File: config.mk
export PLATFORM = sky130hd
export DESIGN_NAME = timer_peripheral
export DESIGN_NICKNAME = d
export VERILOG_FILES = /design/src/rtl/timer_peripheral.sv
export SDC_FILE = /design/constraint.sdc
export NUM_CORES = 1
export LEC_CHECK = 0
export BUFFER_PORTS_ARGS = -buffer_cell sky130_fd_sc_hd__buf_4
export CAP_MARGIN = 20
export CORE_MARGIN = 2
export CORE_UTILIZATION = 35
export DETAILED_ROUTE_END_ITERATION = 8
export SKIP_CTS_REPAIR_TIMING = 1
export SYNTH_ARGS = -nofsm -noshare
export SYNTH_HDL_FRONTEND = slang
export SYNTH_SLANG_ARGS = --single-unit
File: constraint.sdc
create_clock -name clk -period 2.86 [get_ports clk]
set_clock_uncertainty 0.05 [all_clocks]
set_input_delay 0.286 -clock clk [delete_from_list [all_inputs] [get_ports clk]]
set_output_delay 0.286 -clock clk [all_outputs]
set_load 0.05 [all_outputs]
File: src/rtl/timer_peripheral.sv
// timer_peripheral
//   Memory-mapped peripheral on the CPU data bus. It holds an interval timer
//   (TH reload / TL counter / TCON control), LED and 7-segment output
//   registers, a two-flop synchronized switch input and a free-running
//   SYSTICK counter.
//
// Ports
//   clk     in   system clock, rising edge
//   reset   in   asynchronous active-low reset
//   rd      in   bus read strobe (MemRead)
//   wr      in   bus write strobe (MemWrite)
//   addr    in   32-bit byte address
//   wdata   in   32-bit write data
//   rdata   out  32-bit read data, combinational, 0 when rd=0 or unmapped
//   led     out  LED register
//   switch  in   asynchronous board switches
//   digi    out  7-segment register: [11:8] digit enable, [7:0] segments
//   irq     out  level interrupt = TCON.irq_en & TCON.status
module timer_peripheral #(
  parameter logic [31:0] BASE_ADDR = 32'h4000_0000,
  parameter int          LED_W     = 8,
  parameter int          SW_W      = 8
) (
  input  logic             clk,
  input  logic             reset,
  input  logic             rd,
  input  logic             wr,
  input  logic [31:0]      addr,
  input  logic [31:0]      wdata,
  output logic [31:0]      rdata,
  output logic [LED_W-1:0] led,
  input  logic [SW_W-1:0]  switch,
  output logic [11:0]      digi,
  output logic             irq
);

  localparam logic [31:0] A_TH   = BASE_ADDR;
  localparam logic [31:0] A_TL   = BASE_ADDR + 32'h04;
  localparam logic [31:0] A_TCON = BASE_ADDR + 32'h08;
  localparam logic [31:0] A_LED  = BASE_ADDR + 32'h0C;
  localparam logic [31:0] A_SW   = BASE_ADDR + 32'h10;
  localparam logic [31:0] A_DIGI = BASE_ADDR + 32'h14;
  localparam logic [31:0] A_TICK = BASE_ADDR + 32'h18;

  logic [31:0]      r_th;
  logic [31:0]      r_tl;
  logic [2:0]       r_tcon;
  logic [LED_W-1:0] r_led;
  logic [11:0]      r_digi;
  logic [31:0]      r_systick;
  logic [SW_W-1:0]  r_sw_meta;
  logic [SW_W-1:0]  r_sw_sync;

  logic w_we_th, w_we_tl, w_we_tcon, w_we_led, w_we_digi;
  logic w_ovf;

  // Full 32-bit compare: unaligned or out-of-range addresses match nothing.
  assign w_we_th   = wr && (addr == A_TH);
  assign w_we_tl   = wr && (addr == A_TL);
  assign w_we_tcon = wr && (addr == A_TCON);
  assign w_we_led  = wr && (addr == A_LED);
  assign w_we_digi = wr && (addr == A_DIGI);

  assign w_ovf = r_tcon[0] && (r_tl == 32'hFFFF_FFFF);

  // TH: reload value. On a same-edge overflow TL picks up the old r_th.
  always_ff @(posedge clk or negedge reset) begin
    if (!reset)       r_th <= '0;
    else if (w_we_th) r_th <= wdata;
  end

  // TL: a software write beats both increment and reload.
  always_ff @(posedge clk or negedge reset) begin
    if (!reset)         r_tl <= '0;
    else if (w_we_tl)   r_tl <= wdata;
    else if (w_ovf)     r_tl <= r_th;
    else if (r_tcon[0]) r_tl <= r_tl + 32'd1;
  end

  // TCON: an overflow with irq_en set forces status high even while software
  // is writing TCON, so a clear racing an overflow never loses an interrupt.
  always_ff @(posedge clk or negedge reset) begin
    if (!reset) begin
      r_tcon <= '0;
    end else if (w_we_tcon) begin
      r_tcon[1:0] <= wdata[1:0];
      r_tcon[2]   <= wdata[2] | (w_ovf & r_tcon[1]);
    end else if (w_ovf && r_tcon[1]) begin
      r_tcon[2] <= 1'b1;
    end
  end

  always_ff @(posedge clk or negedge reset) begin
    if (!reset) begin
      r_led  <= '0;
      r_digi <= '0;
    end else begin
      if (w_we_led)  r_led  <= wdata[LED_W-1:0];
      if (w_we_digi) r_digi <= wdata[11:0];
    end
  end

  always_ff @(posedge clk or negedge reset) begin
    if (!reset) r_systick <= '0;
    else        r_systick <= r_systick + 32'd1;
  end

  always_ff @(posedge clk or negedge reset) begin
    if (!reset) begin
      r_sw_meta <= '0;
      r_sw_sync <= '0;
    end else begin
      r_sw_meta <= switch;
      r_sw_sync <= r_sw_meta;
    end
  end

  // Read mux: pure function of current state, no side effects.
  always_comb begin
    rdata = '0;
    if (rd) begin
      case (addr)
        A_TH:    rdata = r_th;
        A_TL:    rdata = r_tl;
        A_TCON:  rdata = 32'(r_tcon);
        A_LED:   rdata = 32'(r_led);
        A_SW:    rdata = 32'(r_sw_sync);
        A_DIGI:  rdata = 32'(r_digi);
        A_TICK:  rdata = r_systick;
        default: rdata = '0;
      endcase
    end
  end

  assign led  = r_led;
  assign digi = r_digi;
  assign irq  = r_tcon[1] & r_tcon[2];

endmodule

After elaboration in Yosys (flattened, before gate mapping)
Index checks and enable logic that the tools add are counted.
Widths: inputs -> output; s select.

cells by class
  bitwise logic cells = 3
  reductions and logical operators = 9
  divide/modulo/power cells = 0
  add/sub/neg operators = 2
  multiplexer cells = 7
  shift operators = 0
  order comparisons = 0
  equality and inequality tests = 8
  $mul = 0

operator list
  kind                   number
  $eq 32x31->1 const B   7
  $pmux 32 s7            1
  $mux 32                4
  $add 32x1->32 const B  2
  $eq 32x32->1 const B   1
  $logic_and 1x1->1      7
  $reduce_bool 3->1      1
  $and 1x1->1            2
  $mux 1                 2
  $reduce_bool 2->1      1
  $or 1x1->1             1

storage, ports and cells
  bits in latches = 0
  bits in read-only memories = 0
  memories kept = 0
  RAM bits = 0
  output and inout port bits = 53
  register bits after elaboration = 135
  logic and storage cells = 38
  bits of input ports = 76

Longest topological paths before layout
  word-level depth = 5
  gate-level depth with buffers = 9
  gate-level depth less buffers = 6

Least setup slack after synthesis
Ideal clock, no wire load.

  path kind = in2out
  from = input port addr[1]
  to = output port rdata[11]
  setup slack = -0.010 ns
  buffers on the path = 3
  cell stages on the path = 8
  arrival time = 2.534 ns
  data required time = 2.524 ns
  cells stage by stage = nor4_1 nand4_2 or2_1 buf_6 or2_2 buf_2 buf_2 nor2_1

between the ends
  word-level cells in the longest chain between the ends = 3
  elaborated cells on any way between the ends = 9
  classes of those cells = 7 x eq/ne; 2 x mux

ends and longest elaborated chain
  what             RTL line  source
  start, declared  28        input logic [31:0] addr,
  $eq 32x31->1     122       case (addr)
  $pmux 32 s7 *    122
  $mux 32 *        121       if (rd) begin
  end, declared    30        output logic [31:0] rdata,

Mark *: on every way between the ends. The rest lies on a longest branch, timed or not.

Worst setup path after layout
  from = input port addr[9]
  to = output port rdata[9]

The elaborated chain is that of the path after synthesis.

==> summary.txt <==
Status
  – Outcome: finished, final reports clean

Global route
  – Total grt overflow: 0
  – Largest net degree at the start of global routing: 64
  – Initial antenna violation count: 0
  – Vias in the first global route: 6366
  – Gr usage total: 20.95%
  – First-pass GRT wire length: 35900 µm

Die
  – Die H: 150.3 µm
  – Row Count: 53
  – Die area: 22600 µm²
  – Die W: 150.3 µm
  – Num ports: 129
  – Core Area: 21020 µm²
  – Initial Util: 35.65%

STA
  – Setup violations, final: 0
  – Final Hold Vio Count: 0
  – Max Fclk: 0.3906 GHz
  – RSZ-0062 raised after global routing: no
  – Final period util: 89.53%
  – Max Slew Vio Count: 0
  – Tmin final: 2.560 ns
  – Slew of the pin with the lowest slew margin: 0.7069 ns
  – Slew margin rel.: 52.44%
  – Setup_tns: 0 ns
  – Post-route worst setup slack: 0.2995 ns

Pwr
  – Leak: 4.237 nW
  – PD cells: 453.6 nW/µm²
  – Worst IR Drop VDD: 0.0003105 V

Logic synthesis
  – Library cell with the largest summed area after synthesis: dfrtp_1
  – Ranking of synthesized cells by area: dfrtp_1 (45%), mux2_2 (11%), xnor2_1 (3.3%)
  – #FFs+latches synth: 135
  – EDFF count, synth: 0
  – Most used DFF post-synth: dfrtp_1
  – Seq/Total Area, Yosys: 45.08%
  – Syn avg cell area: 10.31 µm²
  – Synth Instances: 727
  – Synth cell types: 64
  – Synth warn: 0
  – Async SR Flop Fraction: 100.0%
  – Post-synthesis cell area: 7495 µm²
  – Post-synth top area share: 45.08%
  – Syn nets: 805

Cells and area
  – FF/Latch Area: 3378 µm²
  – Area of the multi-input gates: 3867 µm²
  – Layout cells sized above 1: 33.18%
  – # fillers: 1984
  – Area delta synth->final: 28.63%
  – Antenna diodes: 0
  – Final nets: 957
  – Layout Utilization: 45.86%

Worst setup path
  – Worst EP arrival: 2.22 ns
  – R2R depth: 7
  – RR Endpoint: r_tl[0]
  – Crit. Startpoint: addr[9]
  – R2r setup slk: 0.32 ns
  – Setup CP Type: primary input to primary output
  – R2R Path Start: r_tl[1]
  – Endpoint class of the critical path: primary output
  – Startpoint types: primary input
  – End of the critical path: rdata[9]
  – CP max FO: 16
  – CP required: 2.52 ns

Drt
  – ANT nets after route: 0
  – Metal3 WL: 1399 µm
  – Metal-1 WL: 10260 µm
  – Top Layer Used: met4
  – Drt first pass iters: 6
  – DRT iter0 DRCs: 532
  – DR vias: 6507
  – Routed vias/inst: 5.576
  – Post-Route WL: 22870 µm
  – WL/cell: 19.59 µm
  – Met2 wire length: 10640 µm
  – DRC violations left: 0

Placement
  – Port Buffers: 128
  – Pre-CTS setup slack: 0.2971 ns
  – GPL Wtd Cong: 0.8760
  – HPWL after DPL: 16680 µm

Clock network
  – TritonCTS clock tree: done
  – Total CTS buffers: 17
  – CTS Root Buffer Type: clkbuf_16
  – Max Root-Sink Buffers: 2
  – Sink Count: 135
  – Clock transition at path regs: 0.06 ns
  – Clk Latency, worst-skew pair: 0.42 ns
  – H-tree levels: 4

Min path
  – Hold Path Class: primary input to flop
  – Hold path startpoint: wdata[14]

Job
  – Max cap viols: 0
-- cells in the final DEF, fill, tap and decap left out, drive strengths merged, types with 14 or more instances in the layout --
cell type and count:
a21oi 18, nor4 18, and3 16, a22oi 20, o21ai 20, dfrtp 135, and4 14, nor3 14
nand4 21, nand3 33, clkbuf 19, nor2 55, xnor2 28, buf 171, mux2i 23, inv 16
mux2 81, nand2 57
-- report_power, final --
| part | switching [W] | internal, W |
|---|---|---|
| registers | 0.00000344 | 0.00192 |
| clock network | 0.000883 | 0.00134 |
| logic | 0.000116 | 0.000110 |
| total | 0.00100 | 0.00337 |
-- sequential cells by signal (all words and copies together), names as in the netlist --
| signal | flops |
|---|---|
| r_tcon | 3 |
| led | 8 |
| r_tl | 32 |
| r_th | 32 |
| r_sw_sync | 8 |
| digi | 12 |
| r_sw_meta | 8 |
| r_systick | 32 |
-- metrics by stage --
stage	cell area (µm²)	hold slack [ns]	instances	power (W)
global placement	8951	0.1905	1126	0.002177
global route	9641	0.02622	1167	0.004542
finish	9641	0.03340	1167	0.004373
detailed placement	8951	0.1843	1126	0.002179
floorplan	7495	-0.05959	727	0.002018
CTS	9550	-0.2696	1158	0.004420
-- cell families after synthesis --
logic type | synth area share, %
mux | 16.14
buf+inv | 3.556
flops | 45.08
simple gates | 18.80
compound gates | 11.89
xor+xnor | 4.207
fa+ha+maj | 0.3338
-- layer usage --
metal / vias to the layer above / global-route usage, %
met5: - / 0
met4: 0 / 7.358
met3: 27 / 3.879
met2: 229 / 33.23
met1: 3227 / 28.73
li1: 3024 / -
-- critical path, cell delays in order --
cell and delay [ns]:
buf_4 0.11, nor4_1 0.35, nand4_2 0.15, or2_1 0.27, or2_2 0.49, buf_4 0.25, nor2_1 0.11, buf_4 0.20
-- cell type report --
class / instances / share of cell area (%)
timing repair buffer: 180 / 14.55
sequential: 135 / 35.04
clock inverter: 13 / 1.518
tap: 275 / 3.569
inverter: 13 / 0.5062
clock buffer: 19 / 4.698
multi-input combinational: 532 / 40.12
-- synth_stat cells, types with 13 or more instances --
master	number
a21oi_1	18
a22oi_1	20
and3_1	16
and4_1	14
clkbuf_1	30
dfrtp_1	135
inv_1	13
mux2_2	75
mux2i_1	23
nand2_1	57
nand3_1	32
nand4_1	19
nor2_1	55
nor4_1	17
o21ai_0	20
xnor2_1	28
-- worst min path at each step --
stage,cells after the start,to,slack [ns]
after floorplan,0,digi[0],-0.06
after global routing,3,r_tl[14],0.03
final,3,r_tl[14],0.03
after CTS,1,r_th[15],-0.27
after global placement,1,r_th[28],0.19
after detailed placement,1,r_th[21],0.18
Power figures use the tool's default switching activity.
